$ cat src/rtl/slow_clk_meter_if.sv
// Measurement result channel for slow_clk_meter: valid/ready handshake
// carrying the measured period and high time in fast-clock cycles.
interface slow_clk_meter_if #(
    parameter int unsigned CNT_W = 28
) ();
    logic             meas_valid;
    logic             meas_ready;
    logic [CNT_W-1:0] period;
    logic [CNT_W-1:0] high_time;

    modport master (
        output meas_valid,
        output period,
        output high_time,
        input  meas_ready
    );

    modport slave (
        input  meas_valid,
        input  period,
        input  high_time,
        output meas_ready
    );
endinterface

$ cat src/rtl/slow_clk_meter.sv
// Period / high-time meter for an asynchronous slow clock, sampled in the
// fast clk domain. Results leave on a valid/ready channel; locked, timeout
// and overrun flag the input's health.
// Optional feature macro: DUTY_CHECK_EN adds a registered duty_ok output
// (|2*high_time - period| <= 1), updated together with period.
module slow_clk_meter #(
    parameter int unsigned CNT_W       = 28,
    parameter int unsigned TIMEOUT     = 200000000,
    parameter int unsigned SYNC_STAGES = 2
) (
    input  logic             clk,
    input  logic             rst_n,
    input  logic             slow_clk_in,
    slow_clk_meter_if.master meas,
    output logic             locked,
    output logic             timeout,
`ifdef DUTY_CHECK_EN
    output logic             duty_ok,
`endif
    output logic             overrun
);

    localparam logic [CNT_W-1:0] TimeoutCnt = CNT_W'(TIMEOUT);
    localparam logic [CNT_W-1:0] CntOne     = CNT_W'(1);

    typedef enum logic [1:0] {
        StIdle,
        StMeasHigh,
        StMeasLow
    } state_e;

    logic [SYNC_STAGES-1:0] sync_q, sync_d;
    logic                   hist_q, hist_d;
    state_e                 state_q, state_d;
    logic [CNT_W-1:0]       cnt_q, cnt_d;
    logic [CNT_W-1:0]       hi_hold_q, hi_hold_d;
    logic [CNT_W-1:0]       period_q, period_d;
    logic [CNT_W-1:0]       high_time_q, high_time_d;
    logic                   meas_valid_q, meas_valid_d;
    logic                   locked_q, locked_d;
    logic                   timeout_q, timeout_d;
    logic                   overrun_q, overrun_d;

    logic                   sync_bit;
    logic                   rise;
    logic                   fall;
    logic [CNT_W-1:0]       cnt_inc;
    logic                   new_meas;
    logic                   to_fire;

`ifdef DUTY_CHECK_EN
    logic                   duty_ok_q, duty_ok_d;
    logic [CNT_W:0]         two_hi;
    logic [CNT_W:0]         per_ext;
    logic [CNT_W:0]         duty_diff;
    logic                   duty_hit;
`endif

    // Synchroniser shift and edge history feeding the edge detector.
    always_comb begin
        sync_d   = {sync_q[SYNC_STAGES-2:0], slow_clk_in};
        hist_d   = sync_q[SYNC_STAGES-1];
        sync_bit = sync_q[SYNC_STAGES-1];
        rise     = sync_bit & ~hist_q;
        fall     = ~sync_bit & hist_q;
        // Saturate so the counter can never run past TIMEOUT and wrap.
        cnt_inc  = (cnt_q == TimeoutCnt) ? cnt_q : cnt_q + CntOne;
    end

`ifdef DUTY_CHECK_EN
    // Duty check on the result being captured this cycle (cnt_q, hi_hold_q).
    always_comb begin
        two_hi    = {hi_hold_q, 1'b0};
        per_ext   = {1'b0, cnt_q};
        duty_diff = (two_hi >= per_ext) ? (two_hi - per_ext) : (per_ext - two_hi);
        duty_hit  = (duty_diff <= (CNT_W+1)'(1));
    end
`endif

    // Measurement FSM, timeout and result handshake next-state.
    always_comb begin
        state_d      = state_q;
        cnt_d        = cnt_q;
        hi_hold_d    = hi_hold_q;
        period_d     = period_q;
        high_time_d  = high_time_q;
        meas_valid_d = meas_valid_q;
        locked_d     = locked_q;
        timeout_d    = 1'b0;
        overrun_d    = 1'b0;
        new_meas     = 1'b0;
        to_fire      = 1'b0;
`ifdef DUTY_CHECK_EN
        duty_ok_d    = duty_ok_q;
`endif

        case (state_q)
            StIdle: begin
                // First rise only arms the meter; falls are ignored here.
                if (rise) begin
                    cnt_d   = CntOne;
                    state_d = StMeasHigh;
                end
            end
            StMeasHigh: begin
                cnt_d = cnt_inc;
                if (fall) begin
                    hi_hold_d = cnt_q;
                    state_d   = StMeasLow;
                end else if (cnt_q == TimeoutCnt) begin
                    to_fire = 1'b1;
                end
            end
            StMeasLow: begin
                cnt_d = cnt_inc;
                if (rise) begin
                    new_meas = 1'b1;
                    cnt_d    = CntOne;
                    state_d  = StMeasHigh;
                end else if (cnt_q == TimeoutCnt) begin
                    to_fire = 1'b1;
                end
            end
            default: begin
                state_d = StIdle;
            end
        endcase

        if (to_fire) begin
            // Result registers and meas_valid are deliberately left alone.
            state_d   = StIdle;
            cnt_d     = cnt_q;
            locked_d  = 1'b0;
            timeout_d = 1'b1;
`ifdef DUTY_CHECK_EN
            duty_ok_d = 1'b0;
`endif
        end

        if (new_meas) begin
            period_d     = cnt_q;
            high_time_d  = hi_hold_q;
            meas_valid_d = 1'b1;
            locked_d     = 1'b1;
            overrun_d    = meas_valid_q & ~meas.meas_ready;
`ifdef DUTY_CHECK_EN
            duty_ok_d    = duty_hit;
`endif
        end else if (meas_valid_q && meas.meas_ready) begin
            meas_valid_d = 1'b0;
        end
    end

    // State registers, cleared asynchronously.
    always_ff @(posedge clk or negedge rst_n) begin
        if (!rst_n) begin
            sync_q       <= '0;
            hist_q       <= 1'b0;
            state_q      <= StIdle;
            cnt_q        <= '0;
            hi_hold_q    <= '0;
            period_q     <= '0;
            high_time_q  <= '0;
            meas_valid_q <= 1'b0;
            locked_q     <= 1'b0;
            timeout_q    <= 1'b0;
            overrun_q    <= 1'b0;
`ifdef DUTY_CHECK_EN
            duty_ok_q    <= 1'b0;
`endif
        end else begin
            sync_q       <= sync_d;
            hist_q       <= hist_d;
            state_q      <= state_d;
            cnt_q        <= cnt_d;
            hi_hold_q    <= hi_hold_d;
            period_q     <= period_d;
            high_time_q  <= high_time_d;
            meas_valid_q <= meas_valid_d;
            locked_q     <= locked_d;
            timeout_q    <= timeout_d;
            overrun_q    <= overrun_d;
`ifdef DUTY_CHECK_EN
            duty_ok_q    <= duty_ok_d;
`endif
        end
    end

    assign meas.meas_valid = meas_valid_q;
    assign meas.period     = period_q;
    assign meas.high_time  = high_time_q;
    assign locked          = locked_q;
    assign timeout         = timeout_q;
    assign overrun         = overrun_q;
`ifdef DUTY_CHECK_EN
    assign duty_ok         = duty_ok_q;
`endif

endmodule

$ cat src/flat_wrapper.sv
// flat-port wrapper written by rule: the top's interface ports become plain ports
module slow_clk_meter_flat 
#(
    parameter int unsigned CNT_W       = 28,
    parameter int unsigned TIMEOUT     = 200000000,
    parameter int unsigned SYNC_STAGES = 2
)
  (clk, rst_n, slow_clk_in, locked, timeout, overrun, meas_meas_valid, meas_period, meas_high_time, meas_meas_ready);
  slow_clk_meter_if #(.CNT_W(CNT_W)) meas_i ();
  input  logic clk;
  input  logic rst_n;
  input  logic slow_clk_in;
  output logic locked;
  output logic timeout;
  output logic overrun;
  output wire logic [$bits(meas_i.meas_valid)-1:0] meas_meas_valid;
  output wire logic [$bits(meas_i.period)-1:0] meas_period;
  output wire logic [$bits(meas_i.high_time)-1:0] meas_high_time;
  input wire logic [$bits(meas_i.meas_ready)-1:0] meas_meas_ready;
  assign meas_meas_valid = meas_i.meas_valid;
  assign meas_period = meas_i.period;
  assign meas_high_time = meas_i.high_time;
  assign meas_i.meas_ready = meas_meas_ready;
  slow_clk_meter #(.CNT_W(CNT_W), .TIMEOUT(TIMEOUT), .SYNC_STAGES(SYNC_STAGES)) u_core (.clk(clk), .rst_n(rst_n), .slow_clk_in(slow_clk_in), .meas(meas_i), .locked(locked), .timeout(timeout), .overrun(overrun));
endmodule
$ cat config.mk
export PLATFORM = sky130hd
export DESIGN_NAME = slow_clk_meter_flat
export DESIGN_NICKNAME = d
export VERILOG_FILES = /design/src/rtl/slow_clk_meter_if.sv /design/src/rtl/slow_clk_meter.sv /design/src/flat_wrapper.sv
export SDC_FILE = /design/constraint.sdc
export NUM_CORES = 1
export LEC_CHECK = 0
export CAP_MARGIN = 15
export CORE_UTILIZATION = 50
export DETAILED_ROUTE_END_ITERATION = 6
export GPL_TIMING_DRIVEN = 0
export PLACE_DENSITY = 0.86
export SLEW_MARGIN = 10
export SYNTH_ARGS = -nofsm -noshare
export SYNTH_HDL_FRONTEND = slang
export SYNTH_SLANG_ARGS = --single-unit
$ cat constraint.sdc
create_clock -name clk -period 1.9 [get_ports clk]
set_clock_uncertainty 0.05 [all_clocks]
set_input_delay 0.38 -clock clk [delete_from_list [all_inputs] [get_ports clk]]
set_output_delay 0.38 -clock clk [all_outputs]
set_load 0.02 [all_outputs]
==> flow_summary_export.csv, run 1 <==
group,metric,value,unit
placed_design,placed_area,6270,um2
timing,fin_setup_tns,-0.0182,ns
die,num_rows,37,
drt,drt-initial-drc-count,363,
logic_synthesis,synth_nets,480,
grt,antenna_found_initial,0,
placed_design,pre_cts_slack,-0.475,ns
clock_network,clk_latency,0.52,ns
clock_network,clk_path_buf_depth,2,
timing,fin_crit,1.91,ns
timing,period_share,101,%
power_and_ir_drop,max-vdd-ir-drop,0.650,mV
placed_design,numPortBuffers,63,
logic_synthesis,synth_ff_type,"dfrtp_1",
clock_network,cts-buffers-inserted,17,
die,die_w,106,um
timing,fmax,523,MHz
logic_synthesis,avgSynthCellArea,11.6,um2
die,die_h,106,um
drt,met2WireLength,7520,um
die,die_area,11300,um2
timing,setup_viol_count_final,3,
drt,drt-total-wl,15300,um
power_and_ir_drop,power_density,1190,nW/um2
timing,rsz0062_at_grt,"true",
flow_run,maxCapViolCount,0,
finish,fin_area,7360,um2
finish,final_common_cell,"dfrtp_1",
drt,firstDrtPassIters,7,
drt,drc,0,
logic_synthesis,netlist_area,5430,um2
logic_synthesis,yosysSeqAreaShare,55.7,%
timing,setup_slack,-0.0135,ns
grt,grt_max_degree,77,
timing,fin_hold_ws,0.247,ns
drt,vias,4516,
placed_design,hpwlAfterDp,8710,um
critical_path,cp-end-kind,"flip-flop",
logic_synthesis,synth_seq_cells,121,
logic_synthesis,synth_edf_count,0,
power_and_ir_drop,p_leak,3.90,nW
die,top_level_ports,64,
outcome,status,"finished, violations left",
power_and_ir_drop,p_total,8.73,mW
logic_synthesis,ys_types,56,
critical_path,required,2.28,ns
clock_network,ctsRootBufferMaster,"clkbuf_8",
clock_network,htreeDepth,4,
finish,fillers,673,
logic_synthesis,synth_warnings,0,
drt,top_layer_used,"met4",
clock_network,cts_tree,"built",
grt,overflow,0,
timing,slew-limit-headroom,69.0,%
grt,grtUsageTotal,25.7,%
min_path,hp-class,"primary input to flip-flop",
drt,ant_nets,0,
drt,via_per_inst,6.28,
die,start_util,52.2,%
clock_network,cts_num_sinks,121,
outcome,violations,"negative setup slack",
timing,worst_slew_pin_slew,0.464,ns
drt,m1WireLength,6080,um
drt,wl_per_cell,21.3,um
grt,grt_pass1_wl,22200,um
critical_path,critPathKind,"flip-flop to flip-flop",
finish,layout_common_cells,"dfrtp_1 (112), mux2_2 (61), o21ai_0 (43), nand2_1 (40), dlygate4sd2_1 (40)",
critical_path,path_max_fanout,5,
critical_path,r2r_slack,-0.01,ns
die,core_area,10400,um2
timing,slew_viol_final,0,
logic_synthesis,async_flop_share,100,%
placed_design,gp_congestion,0.886,
critical_path,cp.arrival,2.29,ns
grt,grt_pass1_vias,4419,
finish,layout-area-overhead-vs-synth,35.5,%
finish,antenna_cells,0,
critical_path,cp-start-kind,"flip-flop",
logic_synthesis,synth_cells,470,
clock_network,cts.clk_slew.worst_paths,0.06,ns
drt,wl_met3,1120,um
timing,hold_viol,0,
finish,drive_gt1_share,34.1,%
finish,final_nets,580,
==> power breakdown <==
group / total (mW) / internal, mW / switching [mW]
logic: 2.72 / 1.18 / 1.54
clock network: 3.18 / 1.90 / 1.28
registers: 2.83 / 2.72 / 0.109
==> layer usage <==
layer	GRT usage (%)	up-vias
met5	0	-
met1	32.6	2257
met3	6.07	75
met4	12.0	0
met2	41.7	275
li1	-	1909
==> stage by stage <==
stage	utilization (%)	instances
4_1_cts	68.1	713
3_3_place_gp	59.9	669
3_5_place_dp	60.2	670
5_1_grt	70.7	719
6_report	70.7	719
2_1_floorplan	-	470
==> sequential cells by signal (all words and copies together) (netlist names) <==
register                flops
u_core.locked               1
u_core.meas.period         28
u_core.hi_hold_q           28
u_core.overrun              1
u_core.meas.meas_valid      1
u_core.sync_q               2
u_core.meas.high_time      28
u_core.timeout              1
u_core.cnt_q               28
u_core.state_q              2
u_core.hist_q               1
==> path summary, 6_finish.rpt <==
path	cells past startpoint	start	endpoint
min	1	slow_clk_in	u_core.sync_q[0]
max reg2reg	7	u_core.state_q[1]	u_core.cnt_q[5]
min reg2reg	0	u_core.sync_q[0]	u_core.sync_q[1]
max	7	u_core.state_q[1]	u_core.cnt_q[5]
max in group asynchronous	3	rst_n	u_core.cnt_q[1]
min in group asynchronous	2	rst_n	u_core.meas.high_time[14]
==> cells in the mapped netlist, types with 2 or more instances <==
library cell    n  area (um2)
a211oi_1        2        15.0
clkbuf_1       15        56.3
nor4b_1         3        26.3
or3_1           2        12.5
and4_1          5        43.8
clkbuf_8        3        41.3
nand2b_1        2        12.5
ha_1            6        75.1
a31oi_1         2        12.5
mux2i_1        16         160
o22ai_1         4        25.0
nand3_1        13        65.1
nand2_1        40         150
nor4_1          9        56.3
a21o_1         11        82.6
buf_2           5        25.0
mux2_2         61         687
or4_1           7        52.6
o21ai_0        49         245
and4_2          2        20.0
inv_1          20        75.1
dfrtp_1       121        3030
nor3_1          7        35.0
buf_6           2        22.5
and3_1          2        12.5
nor2_1          6        22.5
nor2b_1         2        12.5
a21oi_1        11        55.1
o2111ai_1       2        17.5
buf_1           6        22.5
nand4_1         9        56.3
==> worst max-delay path, stage by stage (launching register included) <==
cell and delay, ns:
dfrtp_1 0.42, inv_2 0.10, ha_4 0.31, and2_4 0.16
a31oi_4 0.05, buf_6 0.16, or4_1 0.47, o21ai_0 0.10
==> repair_timing <==
action / CTS / global route
buffers inserted: 12 / 7
cloned: 2 / 0
pin swaps: 5 / 11
hold buffers: 1 / 0
endpoints found under the setup margin: 148 / 101
gates resized for setup: 94 / 81
hold endpoints to repair: 45 / 0
==> cells by family after synthesis <==
| kind of cell | after synthesis | synth area share [%] |
|---|---|---|
| AND/OR/NAND/NOR | 118 | 12.1 |
| buffers and inverters | 53 | 4.70 |
| multiplexers | 77 | 15.6 |
| AO/OA/AOI/OAI | 95 | 10.5 |
| adder cells (fa/ha/maj) | 6 | 1.38 |
| flip-flops | 121 | 55.7 |
==> layout make-up <==
type	count	area [um2]	share of cell area, %
Clock inverter	14	164	2.23
Timing Repair Buffer	86	840	11.4
Clock buffer	18	418	5.67
Multi-Input combinational cell	296	2400	32.6
Buffer	28	259	3.52
Inverter	20	77.6	1.05
Tap cell	136	170	2.31
Sequential cell	121	3040	41.3
No activity file was read; power rests on OpenSTA's default activity.
==> run 2, diff against run 1 <==
PLACE_DENSITY = 0.75   (was 0.86)
==> run 2 against run 1 <==
Effect of this change:
- the flow still finishes with violations (negative setup slack)
- die area unchanged
- register-to-register slack worse by 0.02 ns
- setup slack worse by 0.024 ns
- critical path type unchanged
- critical endpoint is now u_core.meas.high_time[21]
- largest cell class unchanged
==> flow_summary_export.csv, run 2 (synthesis gave the netlist of run 1 again) <==
group,metric,value,unit
grt,grtUsageTotal,27.4,%
power_and_ir_drop,power_density,1260,nW/um2
power_and_ir_drop,p_int,6.68,mW
clock_network,htreeDepth,4,
die,die_h,106,um
drt,vias,4486,
critical_path,cpPeakStageDelay,0.45,ns
critical_path,path_max_fanout,10,
outcome,status,"finished, violations left",
drt,drt-total-wl,15500,um
placed_design,hpwlAfterDp,8700,um
timing,worst_slew_pin_slew,0.498,ns
die,core_area,10400,um2
placed_design,gp_congestion,0.879,
power_and_ir_drop,p_clk_share,40.9,%
timing,fmax,516,MHz
finish,layout-area-overhead-vs-synth,39.2,%
clock_network,cts-buffers-inserted,17,
finish,antenna_cells,0,
outcome,violations,"negative setup slack",
power_and_ir_drop,seq_power_share,29.8,%
finish,drive_gt1_share,35.3,%
critical_path,cp.arrival,2.29,ns
timing,fin_crit,1.94,ns
critical_path,cpLargestDelayFamily,"buffers and inverters",
finish,seq_area,3040,um2
timing,setup_slack,-0.0380,ns
drt,wl_per_cell,21.2,um
clock_network,clk_latency,0.53,ns
timing,rsz0062_at_grt,"true",
clock_network,cts.clk_slew.worst_paths,0.06,ns
grt,grt_pass1_wl,23200,um
critical_path,slowest_stage,"dfrtp_2",
power_and_ir_drop,p_leak,3.83,nW
critical_path,critPathMostFrequentCell,"buf_4",
timing,period_share,102,%
timing,slew_viol_final,0,
critical_path,critPathKind,"flip-flop to flip-flop",
grt,grt_max_degree,85,
drt,firstDrtPassIters,5,
finish,multi_input_area,2450,um2
power_and_ir_drop,p_total,9.54,mW
grt,overflow,0,
power_and_ir_drop,max-vdd-ir-drop,0.733,mV
clock_network,ctsRootBufferMaster,"clkbuf_8",
finish,layout_common_cells,"dfrtp_1 (110), mux2_2 (61), dlygate4sd2_1 (58), nand2_1 (40), o21ai_0 (36)",
drt,drc,0,
drt,drt-initial-drc-count,356,
die,start_util,52.2,%
critical_path,cp-end-kind,"flip-flop",
timing,slew-limit-headroom,66.8,%
clock_network,clk_path_buf_depth,2,
drt,ant_nets,0,
die,die_area,11300,um2
timing,setup_viol_count_final,32,
critical_path,cp-start-kind,"flip-flop",
critical_path,crit_buf_inv,3,
power_and_ir_drop,combPwrFrac,29.3,%
critical_path,crit_chain,"buf_4, ha_2, nand3b_1, buf_6, buf_4, mux2_2",
placed_design,numPortBuffers,63,
finish,fillers,672,
min_path,hp-class,"primary input to flip-flop",
drt,via_per_inst,6.14,
clock_network,cts_tree,"built",
clock_network,cts_num_sinks,121,
placed_design,pre_cts_slack,-0.465,ns
flow_run,maxCapViolCount,0,
critical_path,required,2.25,ns
die,num_rows,37,
power_and_ir_drop,swShare,30.0,%
grt,grt_pass1_vias,4348,
grt,antenna_found_initial,0,
power_and_ir_drop,switching_power,2.86,mW
die,top_level_ports,64,
timing,hold_viol,0,
finish,final_common_cell,"dfrtp_1",
die,die_w,106,um
finish,final_nets,592,
[run 2: cell count changes in the layout (fill, tap and decap cells not counted), sizes merged]
cell	delta
inv	-6
dlygate4sd2	+18
clkinvlp	-3
dlymetal6s2s	-18
buf	+12
clkbuf	+2
clkinv	+1
bufinv	+6
[run 2: final timing paths]
| check | from | to | slack [ns] | depth (start not counted) |
|---|---|---|---|---|
| worst max-delay path | u_core.state_q[1] | u_core.meas.high_time[21] | -0.04 | 6 |
| min in group asynchronous | rst_n | u_core.meas.high_time[19] | 0.28 | 2 |
| worst min-delay path | slow_clk_in | u_core.sync_q[0] | 0.24 | 1 |
| worst max register to register | u_core.state_q[1] | u_core.meas.high_time[21] | -0.04 | 6 |
| worst min register to register | u_core.sync_q[0] | u_core.sync_q[1] | 0.30 | 0 |
| max in group asynchronous | rst_n | u_core.state_q[1] | 0.79 | 3 |
[run 2: power by group through the flow]
stage                     Combinational (mW)  Clock (mW)  Sequential (mW)
after detailed placement                1.96           0             2.87
after CTS                               2.40        3.92             2.81
after global routing                    2.92        4.05             2.86
final                                   2.79        3.91             2.84
after global placement                  1.89           0             2.86
after floorplan                         1.29           0             2.92
[run 2: what timing repair did]
action / CTS / global route
buffers inserted: 18 / 13
hold endpoints to repair: 37 / 0
gates resized for setup: 111 / 75
hold buffers: 1 / 0
endpoints found under the setup margin: 174 / 88
gates cloned: 2 / 0
pin swaps: 5 / 4
[run 2: layer usage]
layer / part of all wire (%) / GRT usage [%]
met3: 7.4 / 7.54
met1: 40 / 35.6
met5: 0 / 0
met2: 48 / 43.0
met4: 4.0 / 12.1
[run 2: final cells by class]
cell class	count	area share [%]
Buffer	28	3.22
Clock buffer	20	5.89
Clock inverter	12	3.54
Inverter	20	1.09
Multi-Input combinational cell	296	32.3
Sequential cell	121	40.2
Tap cell	136	2.25
Timing Repair Buffer	98	11.5
[run 2: stage by stage]
stage	TNS [ns]	cells	utilization, %	hold slack (ns)	cell area, um2
6_report	-0.640	731	72.6	0.238	7570
2_1_floorplan	0	470	-	0.0344	5440
4_1_cts	0	719	69.8	0.234	7270
3_5_place_dp	-29.04	670	60.2	0.250	6270
3_3_place_gp	-519.57	669	59.9	0.284	6240
5_1_grt	-2.18	731	72.6	0.269	7570
